--- src/rtl/verifier_interface_arb_pkg.sv ---
// Shared types and constants for verifier_interface_arb.
// Optional watchdog build: define VIF_ARB_TIMEOUT_EN.
`ifndef F_NBITS
`define F_NBITS 64
`endif

package vif_arb_pkg;

    typedef enum logic [1:0] {
        ST_IDLE    = 2'd0,
        ST_ISSUE   = 2'd1,
        ST_COLLECT = 2'd2,
        ST_DONE    = 2'd3
    } state_t;

    localparam int REQ_TYPE_W = 4;

    localparam int              WD_W     = 16;
    localparam logic [WD_W-1:0] WD_LIMIT = 16'hFFFF;

endpackage

--- src/rtl/verifier_interface_arb_if.sv ---
// Client request/response and verifier port bundle for verifier_interface_arb.
// slave = the arbiter side, master = clients plus verifier side.
interface verifier_interface_arb_if
    import vif_arb_pkg::*;
#(
    parameter int nreq   = 4,
    parameter int nwords = 8,
    parameter int wbits  = $clog2(nwords + 1)
);

    logic [nreq-1:0]                       req_valid;
    logic [nreq-1:0][REQ_TYPE_W-1:0]       req_type;
    logic [nreq-1:0][31:0]                 req_id;
    logic [nreq-1:0][wbits-1:0]            req_nwords;
    logic [nreq-1:0]                       grant;
    logic [nreq-1:0]                       resp_valid;
    logic                                  resp_err;
    logic [nwords-1:0][`F_NBITS-1:0]       resp_data;
    logic                                  v_req;
    logic [REQ_TYPE_W-1:0]                 v_type;
    logic [31:0]                           v_id;
    logic [wbits-1:0]                      v_nwords;
    logic                                  v_ack;
    logic                                  v_data_valid;
    logic [`F_NBITS-1:0]                   v_data;

    modport slave (
        input  req_valid, req_type, req_id, req_nwords, v_ack, v_data_valid, v_data,
        output grant, resp_valid, resp_err, resp_data, v_req, v_type, v_id, v_nwords
    );

    modport master (
        output req_valid, req_type, req_id, req_nwords, v_ack, v_data_valid, v_data,
        input  grant, resp_valid, resp_err, resp_data, v_req, v_type, v_id, v_nwords
    );

endinterface

--- src/rtl/verifier_interface_arb_rr_pick.sv ---
// Combinational round-robin selector: first requester at or after rr_ptr, wrapping.
module vif_rr_pick #(
    parameter  int nreq = 4,
    localparam int IW   = $clog2(nreq)
) (
    input  logic [nreq-1:0] req_valid,
    input  logic [IW-1:0]   rr_ptr,
    output logic            any,
    output logic [nreq-1:0] onehot,
    output logic [IW-1:0]   index
);

    // Scan from the farthest offset down so the nearest requester wins last.
    always_comb begin : p_pick
        int pos;
        any    = 1'b0;
        index  = {IW{1'b0}};
        onehot = {nreq{1'b0}};
        pos    = 0;
        for (int i = nreq - 1; i >= 0; i--) begin
            pos   = int'(rr_ptr) + i;
            pos   = (pos >= nreq) ? pos - nreq : pos;
            any   = any | req_valid[pos];
            index = req_valid[pos] ? IW'(pos) : index;
        end
        for (int k = 0; k < nreq; k++) begin
            onehot[k] = any && (index == IW'(k));
        end
    end

endmodule

--- src/rtl/verifier_interface_arb.sv ---
// Round-robin arbiter/sequencer for the single verifier request channel.
// Define VIF_ARB_TIMEOUT_EN to enable the 16-bit ISSUE/COLLECT watchdog.
module verifier_interface_arb
    import vif_arb_pkg::*;
#(
    parameter int nreq   = 4,
    parameter int nwords = 8,
    parameter int wbits  = $clog2(nwords + 1)
) (
    input  logic                     clk,
    input  logic                     rstb,
    verifier_interface_arb_if.slave  bus
);

    localparam int               IW        = $clog2(nreq);
    localparam logic [IW-1:0]    LAST_IDX  = IW'(nreq - 1);
    localparam logic [wbits-1:0] MAX_WORDS = wbits'(nwords);

    if (wbits != $clog2(nwords + 1)) begin : g_wbits_check
        $error("verifier_interface_arb: wbits must equal $clog2(nwords+1)");
    end

    state_t                          state_r, state_s;
    logic [IW-1:0]                   rr_ptr_r, owner_r;
    logic [nreq-1:0]                 grant_r, resp_valid_r;
    logic                            resp_err_r, v_req_r;
    logic [nwords-1:0][`F_NBITS-1:0] resp_data_r;
    logic [REQ_TYPE_W-1:0]           v_type_r;
    logic [31:0]                     v_id_r;
    logic [wbits-1:0]                v_nwords_r, cnt_r;
    logic                            pick_any_s, wd_expire_s, word_wr_s;
    logic [nreq-1:0]                 pick_onehot_s;
    logic [IW-1:0]                   pick_idx_s;

    vif_rr_pick #(.nreq(nreq)) u_pick (
        .req_valid (bus.req_valid),
        .rr_ptr    (rr_ptr_r),
        .any       (pick_any_s),
        .onehot    (pick_onehot_s),
        .index     (pick_idx_s)
    );

`ifdef VIF_ARB_TIMEOUT_EN
    logic [WD_W-1:0] wd_r;
    logic            err_r;
    assign wd_expire_s = (wd_r == WD_LIMIT);
`else
    assign wd_expire_s = 1'b0;
`endif

    // Once the last expected word is in (cnt == nwords), further data is ignored.
    assign word_wr_s = (state_r == ST_COLLECT) && bus.v_data_valid && (cnt_r != v_nwords_r);

    // FSM state register.
    always_ff @(posedge clk) begin
        if (!rstb) begin
            state_r <= ST_IDLE;
        end else begin
            state_r <= state_s;
        end
    end

    // Next-state logic.
    always_comb begin
        state_s = state_r;
        case (state_r)
            ST_IDLE: begin
                if (pick_any_s) state_s = ST_ISSUE;
                else            state_s = ST_IDLE;
            end
            ST_ISSUE: begin
                if (bus.v_ack)        state_s = (v_nwords_r == {wbits{1'b0}}) ? ST_DONE : ST_COLLECT;
                else if (wd_expire_s) state_s = ST_DONE;
                else                  state_s = ST_ISSUE;
            end
            ST_COLLECT: begin
                if (cnt_r == v_nwords_r) state_s = ST_DONE;
                else if (wd_expire_s)    state_s = ST_DONE;
                else                     state_s = ST_COLLECT;
            end
            ST_DONE:  state_s = ST_IDLE;
            default:  state_s = ST_IDLE;
        endcase
    end

    // Latched request fields, response capture and registered outputs.
    always_ff @(posedge clk) begin
        if (!rstb) begin
            rr_ptr_r     <= {IW{1'b0}};
            owner_r      <= {IW{1'b0}};
            grant_r      <= {nreq{1'b0}};
            resp_valid_r <= {nreq{1'b0}};
            resp_err_r   <= 1'b0;
            resp_data_r  <= '0;
            v_req_r      <= 1'b0;
            v_type_r     <= {REQ_TYPE_W{1'b0}};
            v_id_r       <= 32'd0;
            v_nwords_r   <= {wbits{1'b0}};
            cnt_r        <= {wbits{1'b0}};
`ifdef VIF_ARB_TIMEOUT_EN
            wd_r         <= {WD_W{1'b0}};
            err_r        <= 1'b0;
`endif
        end else begin
            resp_valid_r <= {nreq{1'b0}};
            resp_err_r   <= 1'b0;
            case (state_r)
                ST_IDLE: begin
                    if (pick_any_s) begin
                        owner_r    <= pick_idx_s;
                        grant_r    <= pick_onehot_s;
                        v_req_r    <= 1'b1;
                        v_type_r   <= bus.req_type[pick_idx_s];
                        v_id_r     <= bus.req_id[pick_idx_s];
                        v_nwords_r <= (bus.req_nwords[pick_idx_s] > MAX_WORDS) ?
                                      MAX_WORDS : bus.req_nwords[pick_idx_s];
                        cnt_r      <= {wbits{1'b0}};
`ifdef VIF_ARB_TIMEOUT_EN
                        wd_r       <= {WD_W{1'b0}};
                        err_r      <= 1'b0;
`endif
                    end
                end
                ST_ISSUE: begin
                    if (bus.v_ack) begin
                        v_req_r <= 1'b0;
`ifdef VIF_ARB_TIMEOUT_EN
                        wd_r    <= {WD_W{1'b0}};
`endif
                    end else if (wd_expire_s) begin
                        v_req_r <= 1'b0;
`ifdef VIF_ARB_TIMEOUT_EN
                        err_r   <= 1'b1;
`endif
                    end else begin
`ifdef VIF_ARB_TIMEOUT_EN
                        wd_r    <= wd_r + 16'd1;
`endif
                    end
                end
                ST_COLLECT: begin
                    for (int k = 0; k < nwords; k++) begin
                        if (word_wr_s && (cnt_r == wbits'(k))) resp_data_r[k] <= bus.v_data;
                    end
                    if (word_wr_s) cnt_r <= cnt_r + wbits'(1);
`ifdef VIF_ARB_TIMEOUT_EN
                    if (word_wr_s)                                   wd_r  <= {WD_W{1'b0}};
                    else if (wd_expire_s && (cnt_r != v_nwords_r))  err_r <= 1'b1;
                    else                                             wd_r  <= wd_r + 16'd1;
`endif
                end
                ST_DONE: begin
                    resp_valid_r <= grant_r;
`ifdef VIF_ARB_TIMEOUT_EN
                    resp_err_r   <= err_r;
`endif
                    grant_r      <= {nreq{1'b0}};
                    rr_ptr_r     <= (owner_r == LAST_IDX) ? {IW{1'b0}} : owner_r + IW'(1);
                end
                default: begin
                    grant_r <= {nreq{1'b0}};
                    v_req_r <= 1'b0;
                end
            endcase
        end
    end

    assign bus.grant      = grant_r;
    assign bus.resp_valid = resp_valid_r;
    assign bus.resp_err   = resp_err_r;
    assign bus.resp_data  = resp_data_r;
    assign bus.v_req      = v_req_r;
    assign bus.v_type     = v_type_r;
    assign bus.v_id       = v_id_r;
    assign bus.v_nwords   = v_nwords_r;

endmodule

--- src/flat_wrapper.sv ---
// flat-port wrapper written by rule: the top's interface ports become plain ports
module verifier_interface_arb_flat import vif_arb_pkg::*;
#(
    parameter int nreq   = 4,
    parameter int nwords = 8,
    parameter int wbits  = $clog2(nwords + 1)
)
  (clk, rstb, bus_req_valid, bus_req_type, bus_req_id, bus_req_nwords, bus_v_ack, bus_v_data_valid, bus_v_data, bus_grant, bus_resp_valid, bus_resp_err, bus_resp_data, bus_v_req, bus_v_type, bus_v_id, bus_v_nwords);
  verifier_interface_arb_if #(.nreq(nreq), .nwords(nwords), .wbits(wbits)) bus_i ();
  input  logic clk;
  input  logic rstb;
  input wire logic [$bits(bus_i.req_valid)-1:0] bus_req_valid;
  input wire logic [$bits(bus_i.req_type)-1:0] bus_req_type;
  input wire logic [$bits(bus_i.req_id)-1:0] bus_req_id;
  input wire logic [$bits(bus_i.req_nwords)-1:0] bus_req_nwords;
  input wire logic [$bits(bus_i.v_ack)-1:0] bus_v_ack;
  input wire logic [$bits(bus_i.v_data_valid)-1:0] bus_v_data_valid;
  input wire logic [$bits(bus_i.v_data)-1:0] bus_v_data;
  output wire logic [$bits(bus_i.grant)-1:0] bus_grant;
  output wire logic [$bits(bus_i.resp_valid)-1:0] bus_resp_valid;
  output wire logic [$bits(bus_i.resp_err)-1:0] bus_resp_err;
  output wire logic [$bits(bus_i.resp_data)-1:0] bus_resp_data;
  output wire logic [$bits(bus_i.v_req)-1:0] bus_v_req;
  output wire logic [$bits(bus_i.v_type)-1:0] bus_v_type;
  output wire logic [$bits(bus_i.v_id)-1:0] bus_v_id;
  output wire logic [$bits(bus_i.v_nwords)-1:0] bus_v_nwords;
  assign bus_i.req_valid = bus_req_valid;
  assign bus_i.req_type = bus_req_type;
  assign bus_i.req_id = bus_req_id;
  assign bus_i.req_nwords = bus_req_nwords;
  assign bus_i.v_ack = bus_v_ack;
  assign bus_i.v_data_valid = bus_v_data_valid;
  assign bus_i.v_data = bus_v_data;
  assign bus_grant = bus_i.grant;
  assign bus_resp_valid = bus_i.resp_valid;
  assign bus_resp_err = bus_i.resp_err;
  assign bus_resp_data = bus_i.resp_data;
  assign bus_v_req = bus_i.v_req;
  assign bus_v_type = bus_i.v_type;
  assign bus_v_id = bus_i.v_id;
  assign bus_v_nwords = bus_i.v_nwords;
  verifier_interface_arb #(.nreq(nreq), .nwords(nwords), .wbits(wbits)) u_core (.clk(clk), .rstb(rstb), .bus(bus_i));
endmodule
--- config.mk ---
export PLATFORM = sky130hd
export DESIGN_NAME = verifier_interface_arb_flat
export DESIGN_NICKNAME = d
export VERILOG_FILES = /design/src/rtl/verifier_interface_arb_pkg.sv /design/src/rtl/verifier_interface_arb_if.sv /design/src/rtl/verifier_interface_arb_rr_pick.sv /design/src/rtl/verifier_interface_arb.sv /design/src/flat_wrapper.sv
export SDC_FILE = /design/constraint.sdc
export NUM_CORES = 1
export LEC_CHECK = 0
export ABC_AREA = 1
export BUFFER_PORTS_ARGS = -buffer_cell sky130_fd_sc_hd__buf_2
export CAP_MARGIN = 25
export CORE_ASPECT_RATIO = 1.2
export CORE_MARGIN = 10
export CORE_UTILIZATION = 25
export CTS_CLUSTER_DIAMETER = 120
export DETAILED_ROUTE_END_ITERATION = 12
export HOLD_SLACK_MARGIN = 0.08
export MAX_ROUTING_LAYER = met4
export PLACE_DENSITY = 0.43
export SYNTH_ARGS = -nofsm -noshare
export SYNTH_HDL_FRONTEND = slang
export SYNTH_SLANG_ARGS = --single-unit
--- constraint.sdc ---
create_clock -name clk -period 2.6 [get_ports clk]
set_input_delay 0.26 -clock clk [delete_from_list [all_inputs] [get_ports clk]]
set_output_delay 0.26 -clock clk [all_outputs]
set_load 0.02 [all_outputs]
==> results_dict.tcl <==
set metrics [dict create \
    status "finished, final reports clean" \
    synth_nets 3206 \
    critical_path_class "flip-flop to flip-flop" \
    area_growth_syn_to_layout_pct 42.4 \
    setup_total_negative_slack_ps 0 \
    fin_ws_ps 239 \
    cap_viol_max_count 0 \
    fillers 9415 \
    p_int_uw 15500 \
    seqPwrFrac_pct 43.0 \
    wl_per_cell_um 19.6 \
    critical-path-slowest-cell "dlygate4sd3_1" \
    synthCells 2969 \
    path_max_fanout 56 \
    finalHoldViolations 0 \
    synth_top_cell_by_area "dfxtp_1" \
    dr_total_vias 21500 \
    holdCritPathClass "input port to flip-flop" \
    grt_pass1_wl_um 145000 \
    layout_common_cells "791 x buf_2, 611 x inv_1, 571 x dfxtp_1" \
    worstPathRequired_ps 3150 \
    synth.distinct_cells 34 \
    nets 4100 \
    drtPass1Iterations 5 \
    postCtsResizedCells 0 \
    ff2ff_path_depth 9 \
    grt_max_degree 149 \
    ys_top_cells_by_area "dfxtp_1 52%, a21oi_1 12%, o21ai_0 12%, inv_1 10%, nand2_1 7.1%" \
    grt_overflow 0 \
    path_clk_slew_ps 60 \
    critPathArrivalTime_ps 2910 \
    pre_cts_slack_ps 248 \
    cp-start-kind "flip-flop" \
    pwr-share-clk_pct 45.3 \
    critPathMostFrequentCell "nand4_1" \
    setup_viol 0 \
    drive_above_1_share_pct 24.1 \
    final.setup_skew_ps 24.7 \
    cts_tree "built" \
    final_common_cell "buf_2" \
    clk_latency_ps 610 \
    fp.dieH_um 346 \
    top_level_ports 794 \
    synth_top_cell_area_share_pct 51.8 \
    rows 119 \
    clock-sinks 571 \
    core_mm2 0.0877 \
    p_sw_share_pct 27.0 \
    ir_drop_mv 0.506 \
    endpoint_kind "flip-flop" \
    cts_root_buffer "clkbuf_16" \
    dp_hpwl_um 71400 \
    share_comb_of_total_power_pct 11.7 \
    ys_ff_latch 571 \
    drv_slew 0 \
    slew_headroom_pct 50.9 \
    leakagePower_uw 0.0142 \
    period_minus_slack_ps 2360 \
    grt_pass1_vias 20900 \
    avgSynthCellArea_um2 7.44 \
    crit_chain "xnor2_1, nand4_1, nand2_1, inv_2, nand4_1, buf_12, o21ai_0, dlygate4sd3_1, a21oi_1" \
    cts_inserted_buffers 67 \
    die-area_mm2 0.101 \
    holdPathStages 3 \
    drc 0 \
    synth_warnings 0 \
    p_sw_uw 5710 \
    gp_congestion 0.838 \
    start_util_pct 25.2 \
    port_buffers 792 \
    worstMarginPinSlew_ps 737 \
    power.density_mw_per_mm2 674 \
    htree_levels 3 \
    total_power_uw 21200 \
    vias_per_cell 4.24 \
    seq_area_frac_synth_pct 51.8 \
    fin_crit_sh_pct 90.8 \
    slowest_delay_ps 580 \
    fmax_mhz 423 \
    rsz0062_at_grt "no" \
    ant_nets 0 \
    antenna_found_initial 6 \
    synth_area_mm2 0.0221 \
    grt_usage_pct 19.4 \
    fp.dieW_um 291 \
    drt-initial-drc-count 1181 \
    clockBufferDepth 3 \
    wl_um 99300 \
]
logic make-up (layout without fill, tap and decap cells):
family                   count (synthesis)  count (layout)  synth area share [%]
buffers and inverters                  824            1761                  14.4
AO/OA/AOI/OAI                         1046            1046                  23.8
flip-flops                             571             571                  51.8
adder cells (fa/ha/maj)                  5               5                 0.283
AND/OR/NAND/NOR                        518             518                  9.59
other                                    1               5                0.0170
XOR/XNOR                                 4               4                 0.159
cells in the mapped netlist:
master and n:
nor4_1 1, a21oi_1 522, buf_4 2, clkinv_1 2
buf_6 6, nand3_4 1, inv_2 6, nand2_2 5
o211ai_1 1, o21a_1 1, nand4_1 10, nand3_2 1
o31ai_1 2, o21ai_2 1, o21ai_0 517, nand3b_1 5
clkbuf_1 166, and3_1 1, nor2_2 2, nand2_4 1
a31oi_1 1, dfxtp_1 571, nand2_1 416, o21ai_1 1
inv_1 611, nand3_1 63, nor3_1 1, inv_4 1
buf_1 4, buf_2 26, conb_1 1, nor2_1 11
xnor2_1 4, ha_1 5
through the flow:
step           util, %  std cells  hold WS, ps  instance area [µm²]
2_1_floorplan        -       2969          425                22100
3_3_place_gp      31.0       4738          429                27200
3_5_place_dp      31.0       4738          432                27200
4_1_cts           35.8       5054         82.7                31400
5_1_grt           35.8       5058          120                31400
6_report          35.8       5059          128                31400
sequential cells by signal (all words and copies together) (netlist names), named ones only:
register               flops
u_core.bus.resp_data     512
u_core.bus.v_id           32
u_core.bus.grant           4
u_core.bus.resp_valid      4
u_core.bus.v_nwords        4
u_core.bus.v_type          4
u_core.cnt_r               4
u_core.owner_r             2
u_core.rr_ptr_r            2
u_core.bus.v_req           1
u_core.state_r             1
final timing paths:
kind                                         start                                     end  slack, ps
min reg2reg  u_core.bus.resp_data[45]$_SDFFE_PN0P_   u_core.bus.resp_data[45]$_SDFFE_PN0P_        440
min                                 bus_v_data[31]  u_core.bus.resp_data[415]$_SDFFE_PN0P_        130
max                   u_core.cnt_r[2]$_SDFFE_PN0P_  u_core.bus.resp_data[495]$_SDFFE_PN0P_        240
max reg2reg           u_core.cnt_r[2]$_SDFFE_PN0P_  u_core.bus.resp_data[495]$_SDFFE_PN0P_        240
power by group through the flow:
stage / logic [µW] / clock network, µW / registers (µW)
final: 2480 / 9600 / 9110
after global routing: 2750 / 10200 / 9120
after CTS: 2520 / 9930 / 9120
after detailed placement: 2270 / 0 / 9310
after global placement: 2280 / 0 / 9310
after floorplan: 1100 / 0 / 9430
final cells by class:
type	instances	area, µm²	share of cell area [%]
Tap cell	1149	1440	4.57
Antenna cell	4	10.0	0.0318
Multi-Input combinational cell	1574	7480	23.8
Clock buffer	97	1950	6.21
Timing Repair Buffer	1029	6530	20.8
Inverter	620	2330	7.41
Clock inverter	15	264	0.840
Sequential cell	571	11400	36.4
critical path: cells and delay by family, from the launching register on:
family	cells	cell delay [ps]
compound gates	2	220
xor+xnor	1	150
simple gates	3	480
flops	1	460
buf+inv	3	950
metal layers:
metal	GRT usage, %	part of all wire, %	wire [µm]
met5	-	0	0
met4	7.16	3.6	3600
met3	5.92	7.3	7290
met2	32.6	49	48700
met1	21.3	40	39700
timing repair:
item                                   in CTS  in global routing
hold buffers                              204                  0
setup endpoints to repair                   0                  1
endpoints found under the hold margin     441                  0
buffers inserted                            0                  1
Note: power is estimated with default switching activity, not from simulation.
